==> src/rtl/req_gnt_arbiter_pkg.sv <==
// Shared types, limits and the rotation helper for the round-robin req/gnt arbiter.
package req_gnt_pkg;

    typedef enum logic [0:0] {
        IDLE  = 1'b0,
        GRANT = 1'b1
    } arb_state_t;

    localparam int REQ_GNT_MAX_N    = 16;
    localparam int REQ_GNT_MAX_HOLD = 255;

    // Index that follows idx in a ring of n requesters.
    function automatic int unsigned rr_next_idx(input int unsigned idx, input int unsigned n);
        int unsigned nxt;
        if ((idx + 32'd1) >= n) begin
            nxt = 32'd0;
        end else begin
            nxt = idx + 32'd1;
        end
        return nxt;
    endfunction

endpackage

==> src/rtl/req_gnt_arbiter_if.sv <==
// Request/grant bundle between requesters (master) and the arbiter (slave).
interface req_gnt_arbiter_if #(
    parameter int N = 4
);
    localparam int ID_W = $clog2(N);

    logic [N-1:0]    req;
    logic [N-1:0]    gnt;
    logic            gnt_valid;
    logic [ID_W-1:0] gnt_id;
    logic            preempt;

    modport master (output req, input gnt, input gnt_valid, input gnt_id, input preempt);
    modport slave  (input req, output gnt, output gnt_valid, output gnt_id, output preempt);
endinterface

==> src/rtl/req_gnt_arbiter_chk.sv <==
// Protocol checker for req_gnt_arbiter; compiled only with REQ_GNT_ARBITER_ASSERT_EN.
`ifdef REQ_GNT_ARBITER_ASSERT_EN
module req_gnt_arbiter_chk #(
    parameter int N        = 4,
    parameter int MAX_HOLD = 8,
    parameter int HW       = 4
) (
    input logic          clk,
    input logic          rst,
    input logic [N-1:0]  req,
    input logic [N-1:0]  gnt,
    input logic          gnt_valid,
    input logic          preempt,
    input logic [HW-1:0] hold_cnt,
    input logic          idle
);

    a_onehot_gnt: assert property (@(posedge clk) disable iff (rst) $onehot0(gnt));
    a_gnt_had_req: assert property (@(posedge clk) disable iff (rst)
        gnt_valid |-> ((gnt & ~$past(req)) == {N{1'b0}}));
    a_idle_single: assert property (@(posedge clk) disable iff (rst)
        (idle && $onehot(req)) |=> (gnt == $past(req)));
    a_hold_bound: assert property (@(posedge clk) disable iff (rst) 32'(hold_cnt) <= MAX_HOLD);
    a_preempt_valid: assert property (@(posedge clk) disable iff (rst) preempt |-> gnt_valid);
    c_preempt: cover property (@(posedge clk) disable iff (rst) preempt);

endmodule
`endif

==> src/rtl/req_gnt_arbiter_rr_pick.sv <==
// Combinational rotating-priority picker: first request at or after start, skipping excl.
module rr_pick
    import req_gnt_pkg::*;
#(
    parameter int N = 4,
    localparam int W = $clog2(N)
) (
    input  logic [N-1:0] req,
    input  logic [W-1:0] start,
    input  logic [N-1:0] excl,
    output logic         found,
    output logic [W-1:0] idx
);

    // Walk the ring once from start and latch the first eligible requester.
    always_comb begin
        int unsigned cur;
        logic [W-1:0] cand;
        found = 1'b0;
        idx   = {W{1'b0}};
        cur   = 32'(start);
        for (int i = 0; i < N; i++) begin
            cand = W'(cur);
            if (!found && req[cand] && !excl[cand]) begin
                found = 1'b1;
                idx   = cand;
            end else begin
                idx = idx;
            end
            cur = rr_next_idx(cur, N);
        end
    end

endmodule

==> src/rtl/req_gnt_arbiter.sv <==
// Round-robin arbiter with registered one-hot grant and hold-limit preemption.
// Define REQ_GNT_ARBITER_ASSERT_EN to bind in the protocol checker.
module req_gnt_arbiter
    import req_gnt_pkg::*;
#(
    parameter int N        = 4,
    parameter int MAX_HOLD = 8
) (
    input logic             clk,
    input logic             rst,
    req_gnt_arbiter_if.slave bus
);

    localparam int W  = $clog2(N);
    localparam int HW = $clog2(MAX_HOLD + 1);
    localparam logic [HW-1:0] MAX_HOLD_C = HW'(MAX_HOLD);

    arb_state_t    state_r, state_nx_s;
    logic [W-1:0]  owner_r, owner_nx_s, last_id_r, last_id_nx_s;
    logic [W-1:0]  gnt_id_r, gnt_id_nx_s, pick_idx_s, start_s;
    logic [HW-1:0] hold_cnt_r, hold_cnt_nx_s;
    logic [N-1:0]  gnt_r, gnt_nx_s, owner_mask_s, excl_s;
    logic          gnt_valid_r, preempt_r, preempt_nx_s;
    logic          pick_found_s, owner_req_s, others_s;

    // last_id equals the owner while granting, so one start index serves every path.
    assign owner_mask_s = N'(1) << owner_r;
    assign excl_s       = (state_r == GRANT) ? owner_mask_s : {N{1'b0}};
    assign start_s      = W'(rr_next_idx(32'(last_id_r), N));
    assign owner_req_s  = |(bus.req & owner_mask_s);
    assign others_s     = |(bus.req & ~owner_mask_s);

    rr_pick #(.N(N)) u_pick (
        .req   (bus.req),
        .start (start_s),
        .excl  (excl_s),
        .found (pick_found_s),
        .idx   (pick_idx_s)
    );

    // Next-state and next-output decode.
    always_comb begin
        state_nx_s    = state_r;
        owner_nx_s    = owner_r;
        last_id_nx_s  = last_id_r;
        hold_cnt_nx_s = hold_cnt_r;
        gnt_nx_s      = gnt_r;
        gnt_id_nx_s   = gnt_id_r;
        preempt_nx_s  = 1'b0;
        case (state_r)
            IDLE, GRANT: begin
                if ((state_r == IDLE) || !owner_req_s || (others_s && (hold_cnt_r == MAX_HOLD_C))) begin
                    // Fresh arbitration: from idle, after a release, or on hold expiry.
                    if (pick_found_s) begin
                        state_nx_s    = GRANT;
                        owner_nx_s    = pick_idx_s;
                        last_id_nx_s  = pick_idx_s;
                        hold_cnt_nx_s = HW'(1);
                        gnt_nx_s      = N'(1) << pick_idx_s;
                        gnt_id_nx_s   = pick_idx_s;
                        preempt_nx_s  = (state_r == GRANT) && owner_req_s;
                    end else begin
                        state_nx_s    = IDLE;
                        hold_cnt_nx_s = {HW{1'b0}};
                        gnt_nx_s      = {N{1'b0}};
                        gnt_id_nx_s   = {W{1'b0}};
                    end
                end else begin
                    gnt_nx_s      = owner_mask_s;
                    gnt_id_nx_s   = owner_r;
                    hold_cnt_nx_s = (hold_cnt_r < MAX_HOLD_C) ? (hold_cnt_r + HW'(1)) : MAX_HOLD_C;
                end
            end
            default: begin
                state_nx_s    = IDLE;
                hold_cnt_nx_s = {HW{1'b0}};
                gnt_nx_s      = {N{1'b0}};
                gnt_id_nx_s   = {W{1'b0}};
            end
        endcase
    end

    // State and registered outputs.
    always_ff @(posedge clk) begin
        if (rst) begin
            state_r     <= IDLE;
            owner_r     <= {W{1'b0}};
            last_id_r   <= W'(N - 1);
            hold_cnt_r  <= {HW{1'b0}};
            gnt_r       <= {N{1'b0}};
            gnt_id_r    <= {W{1'b0}};
            gnt_valid_r <= 1'b0;
            preempt_r   <= 1'b0;
        end else begin
            state_r     <= state_nx_s;
            owner_r     <= owner_nx_s;
            last_id_r   <= last_id_nx_s;
            hold_cnt_r  <= hold_cnt_nx_s;
            gnt_r       <= gnt_nx_s;
            gnt_id_r    <= gnt_id_nx_s;
            gnt_valid_r <= |gnt_nx_s;
            preempt_r   <= preempt_nx_s;
        end
    end

    assign bus.gnt       = gnt_r;
    assign bus.gnt_valid = gnt_valid_r;
    assign bus.gnt_id    = gnt_id_r;
    assign bus.preempt   = preempt_r;

`ifdef REQ_GNT_ARBITER_ASSERT_EN
    req_gnt_arbiter_chk #(.N(N), .MAX_HOLD(MAX_HOLD), .HW(HW)) u_chk (
        .clk       (clk),
        .rst       (rst),
        .req       (bus.req),
        .gnt       (gnt_r),
        .gnt_valid (gnt_valid_r),
        .preempt   (preempt_r),
        .hold_cnt  (hold_cnt_r),
        .idle      (state_r == IDLE)
    );
`endif

endmodule

==> src/flat_wrapper.sv <==
// flat-port wrapper written by rule: the top's interface ports become plain ports
module req_gnt_arbiter_flat import req_gnt_pkg::*;
#(
    parameter int N        = 4,
    parameter int MAX_HOLD = 8
)
  (clk, rst, bus_req, bus_gnt, bus_gnt_valid, bus_gnt_id, bus_preempt);
  req_gnt_arbiter_if #(.N(N)) bus_i ();
  input logic clk;
  input logic rst;
  input wire logic [$bits(bus_i.req)-1:0] bus_req;
  output wire logic [$bits(bus_i.gnt)-1:0] bus_gnt;
  output wire logic [$bits(bus_i.gnt_valid)-1:0] bus_gnt_valid;
  output wire logic [$bits(bus_i.gnt_id)-1:0] bus_gnt_id;
  output wire logic [$bits(bus_i.preempt)-1:0] bus_preempt;
  assign bus_i.req = bus_req;
  assign bus_gnt = bus_i.gnt;
  assign bus_gnt_valid = bus_i.gnt_valid;
  assign bus_gnt_id = bus_i.gnt_id;
  assign bus_preempt = bus_i.preempt;
  req_gnt_arbiter #(.N(N), .MAX_HOLD(MAX_HOLD)) u_core (.clk(clk), .rst(rst), .bus(bus_i));
endmodule
==> config.mk <==
export PLATFORM = sky130hd
export DESIGN_NAME = req_gnt_arbiter_flat
export DESIGN_NICKNAME = d
export VERILOG_FILES = /design/src/rtl/req_gnt_arbiter_pkg.sv /design/src/rtl/req_gnt_arbiter_if.sv /design/src/rtl/req_gnt_arbiter_chk.sv /design/src/rtl/req_gnt_arbiter_rr_pick.sv /design/src/rtl/req_gnt_arbiter.sv /design/src/flat_wrapper.sv
export SDC_FILE = /design/constraint.sdc
export NUM_CORES = 1
export LEC_CHECK = 0
export BUFFER_PORTS_ARGS = -buffer_cell sky130_fd_sc_hd__buf_2
export CORE_MARGIN = 2
export CORE_UTILIZATION = 49
export DETAILED_ROUTE_END_ITERATION = 8
export PLACE_DENSITY = 0.73
export SYNTH_ARGS = -nofsm -noshare
export SYNTH_HDL_FRONTEND = slang
export SYNTH_SLANG_ARGS = --single-unit
export TNS_END_PERCENT = 30
==> constraint.sdc <==
create_clock -name clk -period 1.9 [get_ports clk]
set_input_delay 0.19 -clock clk [delete_from_list [all_inputs] [get_ports clk]]
set_output_delay 0.19 -clock clk [all_outputs]
set_load 0.05 [all_outputs]
* Word-level counts from Yosys, hierarchy flattened
Cells that the tools add are included.
** Storage, ports and cells
- Flip-flop bits (word level) :: 17
- Input bits :: 6
- Output and inout bits :: 8
- Logic and storage cells :: 92
** Operators by class
- Add/subtract/negate cells :: 5
- Magnitude comparators :: 9
- Equal/unequal tests :: 1
- Shift operators :: 2
- Muxes and demuxes :: 37
- Bitwise logic cells :: 6
- Reduce and logical (&&, ||, !) cells :: 24
** Operators by type and width (number)
- greater-or-equal comparator 32 x 3 -> 1 bit, second input constant :: 3
- adder 32 x 1 -> 32 bit, second input constant :: 2
- 2-to-1 mux 32 bit :: 1
- 2-to-1 mux 4 bit :: 5
- binary-select mux 1 bit (select 2 bit) :: 8
- 2-to-1 mux 2 bit :: 8
- 2-to-1 mux 1 bit :: 14
- < comparator 2 x 3 -> 1 bit, second input constant :: 4
- OR reduction 4 bit :: 3
- logical AND 1 bit :: 9
- bitwise AND 4 bit :: 2
- logical NOT 1 bit :: 8
- << shifter 1 x 2 -> 4 bit, first input constant :: 2
- adder 2 x 1 -> 3 bit, second input constant :: 2
- adder 4 x 1 -> 4 bit, second input constant :: 1
- equality test 4 bit, second input constant :: 1
- < comparator 4 bit, second input constant :: 1
- inverter 4 bit :: 1
- greater-or-equal comparator 3 bit, second input constant :: 1
- 2-to-1 mux 3 bit :: 1
- inverter 1 bit :: 3
- OR reduction 3 bit :: 1
- logical OR 1 bit :: 2
- AND reduction 2 bit :: 1

* Depth between registers and ports, before layout
- Word-level depth :: 24
- Depth in mapped cells :: 7
- Depth with buffers taken out :: 7

* Modules after synthesis
Synthesis repeated with hierarchy kept, for this count alone.
** Second synthesis, totals
- Cells, all modules :: 137
- Area, all modules :: 1277.5 um^2
** By module, submodules not included
- req_gnt_arbiter :: instances 1, cells each 90, area an instance 879.6 um^2, sequential area each 340.3 um^2
- rr_pick :: instances 1, cells each 47, area an instance 397.9 um^2, sequential area each 0.0 um^2

* Worst setup path before layout
OpenSTA, ideal clock, no wires.
- Path type :: register to register
- From :: register u_core.owner_r[0]
- To :: register u_core.gnt_r[1] (netlist: u_core.bus.gnt[1])
- Library setup time :: 0.073 ns
- Data arrival time :: 1.707 ns
- Required time :: 1.827 ns
- Setup slack :: 0.121 ns
- Cell stages (with the launch flop) :: 6
- Buffers on the path :: 0
- Cells stage by stage :: dfxtp_1 mux4_2 nand2_2 a21oi_2 or4_4 o22ai_2
** On the way
- Word-level cells in the longest chain between the ends :: 22
- Elaborated cells between the ends (all ways) :: 44
- Classes of those cells :: 2 x shift; 19 x mux; 3 x bitwise; 20 x reduce/logical
** Ends and longest elaborated chain
- from (decl) :: RTL line req_gnt_arbiter.sv:19 : logic [W-1:0] owner_r, owner_nx_s, last_id_r, last_id_nx_s;
- from (signal assigned) :: RTL line req_gnt_arbiter.sv:87 : owner_r <= {W{1'b0}};
- from (signal assigned) :: RTL line req_gnt_arbiter.sv:96 : owner_r <= owner_nx_s;
- << shifter 1 x 2 -> 4 bit * :: RTL line req_gnt_arbiter.sv:27 : assign owner_mask_s = N'(1) << owner_r;
- 2-to-1 mux 4 bit :: RTL line req_gnt_arbiter.sv:28 : assign excl_s = (state_r == GRANT) ? owner_mask_s : {N{1'b0}};
- binary-select mux 1 bit (select 2 bit) :: RTL line req_gnt_arbiter_rr_pick.sv:24 : if (!found && req[cand] && !excl[cand]) begin
- 2-to-1 mux 1 bit (not written as such) :: RTL line req_gnt_arbiter_rr_pick.sv:24
- logical NOT 1 bit :: RTL line req_gnt_arbiter_rr_pick.sv:24
- logical AND 1 bit :: RTL line req_gnt_arbiter_rr_pick.sv:24
- 2-to-1 mux 1 bit :: RTL line req_gnt_arbiter_rr_pick.sv:24
- logical NOT 1 bit :: RTL line req_gnt_arbiter_rr_pick.sv:24
- [... 4 more ...]
- logical AND 1 bit (2 in series) :: RTL line req_gnt_arbiter_rr_pick.sv:24
- 2-to-1 mux 1 bit :: RTL line req_gnt_arbiter_rr_pick.sv:24
- logical NOT 1 bit :: RTL line req_gnt_arbiter_rr_pick.sv:24
- logical AND 1 bit (2 in series) :: RTL line req_gnt_arbiter_rr_pick.sv:24
- 2-to-1 mux 2 bit :: RTL line req_gnt_arbiter_rr_pick.sv:24
- << shifter 1 x 2 -> 4 bit :: RTL line req_gnt_arbiter.sv:59 : gnt_nx_s = N'(1) << pick_idx_s;
- 2-to-1 mux 4 bit :: RTL line req_gnt_arbiter.sv:54 : if (pick_found_s) begin
- 2-to-1 mux 4 bit * :: RTL line req_gnt_arbiter.sv:52 : if ((state_r == IDLE) || !owner_req_s || (others_s && (hold_cnt_r == MAX_HOLD_C))) begin
- to (signal assigned) :: RTL line req_gnt_arbiter.sv:90 : gnt_r <= {N{1'b0}};
- to (signal assigned) :: RTL line req_gnt_arbiter.sv:99 : gnt_r <= gnt_nx_s;
- to (decl) :: RTL line req_gnt_arbiter.sv:22 : logic [N-1:0] gnt_r, gnt_nx_s, owner_mask_s, excl_s;
Mark *: on every way between the ends. The rest lies on a longest branch, timed or not. The select of a mux whose other input is x is not followed.
A chain may end at the register's enable or synchronous reset.

* Worst setup path after layout
- From :: register u_core.owner_r[0]
- To :: register u_core.gnt_r[0] (netlist: u_core.bus.gnt[0])
Same word-level chain as after synthesis.

==> metrics.yaml <==
slew_viol_final: 0
slew_headroom_pct: 73.98
grt_pass1_vias: 800
fin_crit_sh_pct: 95.45
synth_area_leaders: "dfxtp_1 (35%), ha_1 (3.8%), a21oi_1 (3.6%), nand2_1 (3.5%), buf_6 (3.5%)"
ys_types: 47
netlist.area_leader.share_pct: 34.87
drive_above_1_share_pct: 38.71
ant_nets: 0
p_leak_nw: 0.4578
cts_buffer_depth: 2
finalSetupViolCount: 0
stdcell_area_sq_um: 1169
area_growth_pct: 19.74
cp-end-kind: "register"
ys_warn_count: 0
synth.avg_cell_area_sq_um: 9.568
clock.fmax_mhz: 551.4
cts_tree: "built"
cp.arrival_ns: 2.00
clk_latency_ns: 0.28
cts_sinks: 17
drv_cap: 0
antenna_found_initial: 0
cts_root_buf: "clkbuf_4"
setup_ws_ns: 0.08639
die_y_um: 48.63
hp-class: "in -> reg"
vdd_drop_max_mv: 0.7415
io_pins: 14
total_power_mw: 1.262
drc: 0
final-hold-violation-count: 0
critPathMaxFanout: 9
post-place-cells: 146
cts_buffers: 3
place_area_sq_um: 1097
drt_iter0_markers: 23
finalNetCount: 134
dp_hpwl_mm: 1.679
place_ws_ns: 0.02548
ys_ff_latch: 17
overflow: 0
die_area_sq_um: 2365
row_count: 16
antenna_cells: 0
first_pass_iters: 4
grt_usage_pct: 19.79
synthArstFlopShare_pct: 0
status: "completed"
cp-start-kind: "register"
worst_slew_pin_slew_ns: 0.3893
wire_per_inst_um: 14.86
die_x_um: 48.63
clkTransAtPathRegs_ns: 0.09
ys_seq_area_share_pct: 34.87
power_density_nw_per_um2: 1080
start_util_pct: 50.78
grt_pass1_wl_mm: 3.615
required_ns: 2.09
ys.flop_type: "dfxtp_1"
finalWirelength_mm: 2.244
vias: 903
hold_buffers: 0
syn_inst: 102
vias_per_cell: 5.980
gp_congestion: 0.8091
crit_type: "reg -> reg"
syn_area_sq_um: 975.9
yosys.area.top_type: "dfxtp_1"
rrSetupSlack_ns: 0.09
synth_fp_nets: 111
clock_tree.htree_level_count: 1
period_needed_ns: 1.814
r2r_cells: 6
port_buffers: 13
grt_max_degree: 14
synth_edf_count: 0
hold_path_depth: 2
core_sq_um: 1922
fin_cells: 151
skew_ns: 0.006566
worst max-delay path, stage by stage, from the launching register on:
cell	delay, ns
dfxtp_2	0.37
buf_4	0.18
inv_1	0.09
a211oi_4	0.31
a21oi_2	0.11
or4_4	0.53
o32ai_1	0.13
synth_stat cells, drive strengths merged (3+ instances only):
cell    instances
dfxtp          17
nor2            3
nand2          10
a211oi          3
a31oi           3
nor3b           3
a21oi           8
buf             3
nand2b          3
nand3           5
o22ai           4
ha              3
inv             4
final cells by class:
class	instances	area, sq um
inverter	4	15.01
fill	181	753.2
tap	27	33.78
sequential	17	345.3
timing repair buffer	22	132.6
multi-input combinational	77	615.6
clock buffer	4	26.28
state kept, by name, indices dropped and copies added, names as in the netlist:
signal                flops
u_core.state_r            1
u_core.owner_r            2
u_core.last_id_r          2
u_core.bus.gnt_id         2
u_core.bus.gnt_valid      1
u_core.bus.gnt            4
u_core.hold_cnt_r         4
u_core.bus.preempt        1
worst paths after layout:
path                        start              endpoint
min                           rst  u_core.hold_cnt_r[0]
max             u_core.owner_r[0]     u_core.bus.gnt[0]
max reg2reg     u_core.owner_r[0]     u_core.bus.gnt[0]
min reg2reg  u_core.hold_cnt_r[3]  u_core.hold_cnt_r[1]
cells by family (layout without fill, tap and decap cells):
group	after synthesis	count (layout)	share of synthesized area, %
fa+ha+maj	3	3	3.847
buf+inv	8	30	5.384
mux	3	3	4.359
simple gates	36	36	23.08
xor+xnor	1	1	0.8976
flops	17	17	34.87
compound gates	34	34	27.57
cell usage in the layout (no fill, tap or decap), types with 2 or more instances in the layout:
cell type,synthesis,final
buf_2,0,13
nor3_1,2,2
clkbuf_4,0,3
o32ai_1,2,2
ha_1,3,3
nor3b_1,2,2
dfxtp_1,17,15
nand2_1,9,9
nand3_1,5,5
a31oi_1,3,3
mux2i_1,2,2
a21oi_1,7,7
buf_4,0,9
nand2b_1,2,2
nor2_1,3,3
o21ai_0,2,2
inv_1,4,4
nand3b_1,2,2
o22ai_1,3,3
layer usage:
layer / part of all wire [%] / vias to the layer above / GRT usage, %
met2: 48 / 33 / 31.51
met4: 3.5 / 0 / 12.38
met5: 0 / - / 0
li1: - / 439 / -
met1: 44 / 423 / 24.22
met3: 5.1 / 8 / 4.321
repair_timing:
| item | in CTS | in global routing |
|---|---|---|
| setup endpoints to repair | 3 | 14 |
| pin swaps | 0 | 1 |
| gates resized for setup | 2 | 6 |
| gates cloned | 0 | 0 |
| hold endpoints to repair | 0 | 0 |
| setup buffers | 0 | 1 |
power by group:
group | internal [mW] | switching [mW] | total (mW)
clock network | 0.0815 | 0.104 | 0.185
registers | 0.420 | 0.0376 | 0.458
logic | 0.247 | 0.372 | 0.619
stage by stage:
step / util, % / setup TNS (ns) / hold slack, ns
2_1_floorplan: - / 0 / 0.3783
3_3_place_gp: 57.10 / 0 / 0.4864
3_5_place_dp: 57.10 / 0 / 0.4889
4_1_cts: 59.11 / 0 / 0.2092
5_1_grt: 60.81 / -0.02110 / 0.2338
6_report: 60.81 / 0 / 0.2242
No activity file was read; power rests on OpenSTA's default activity.
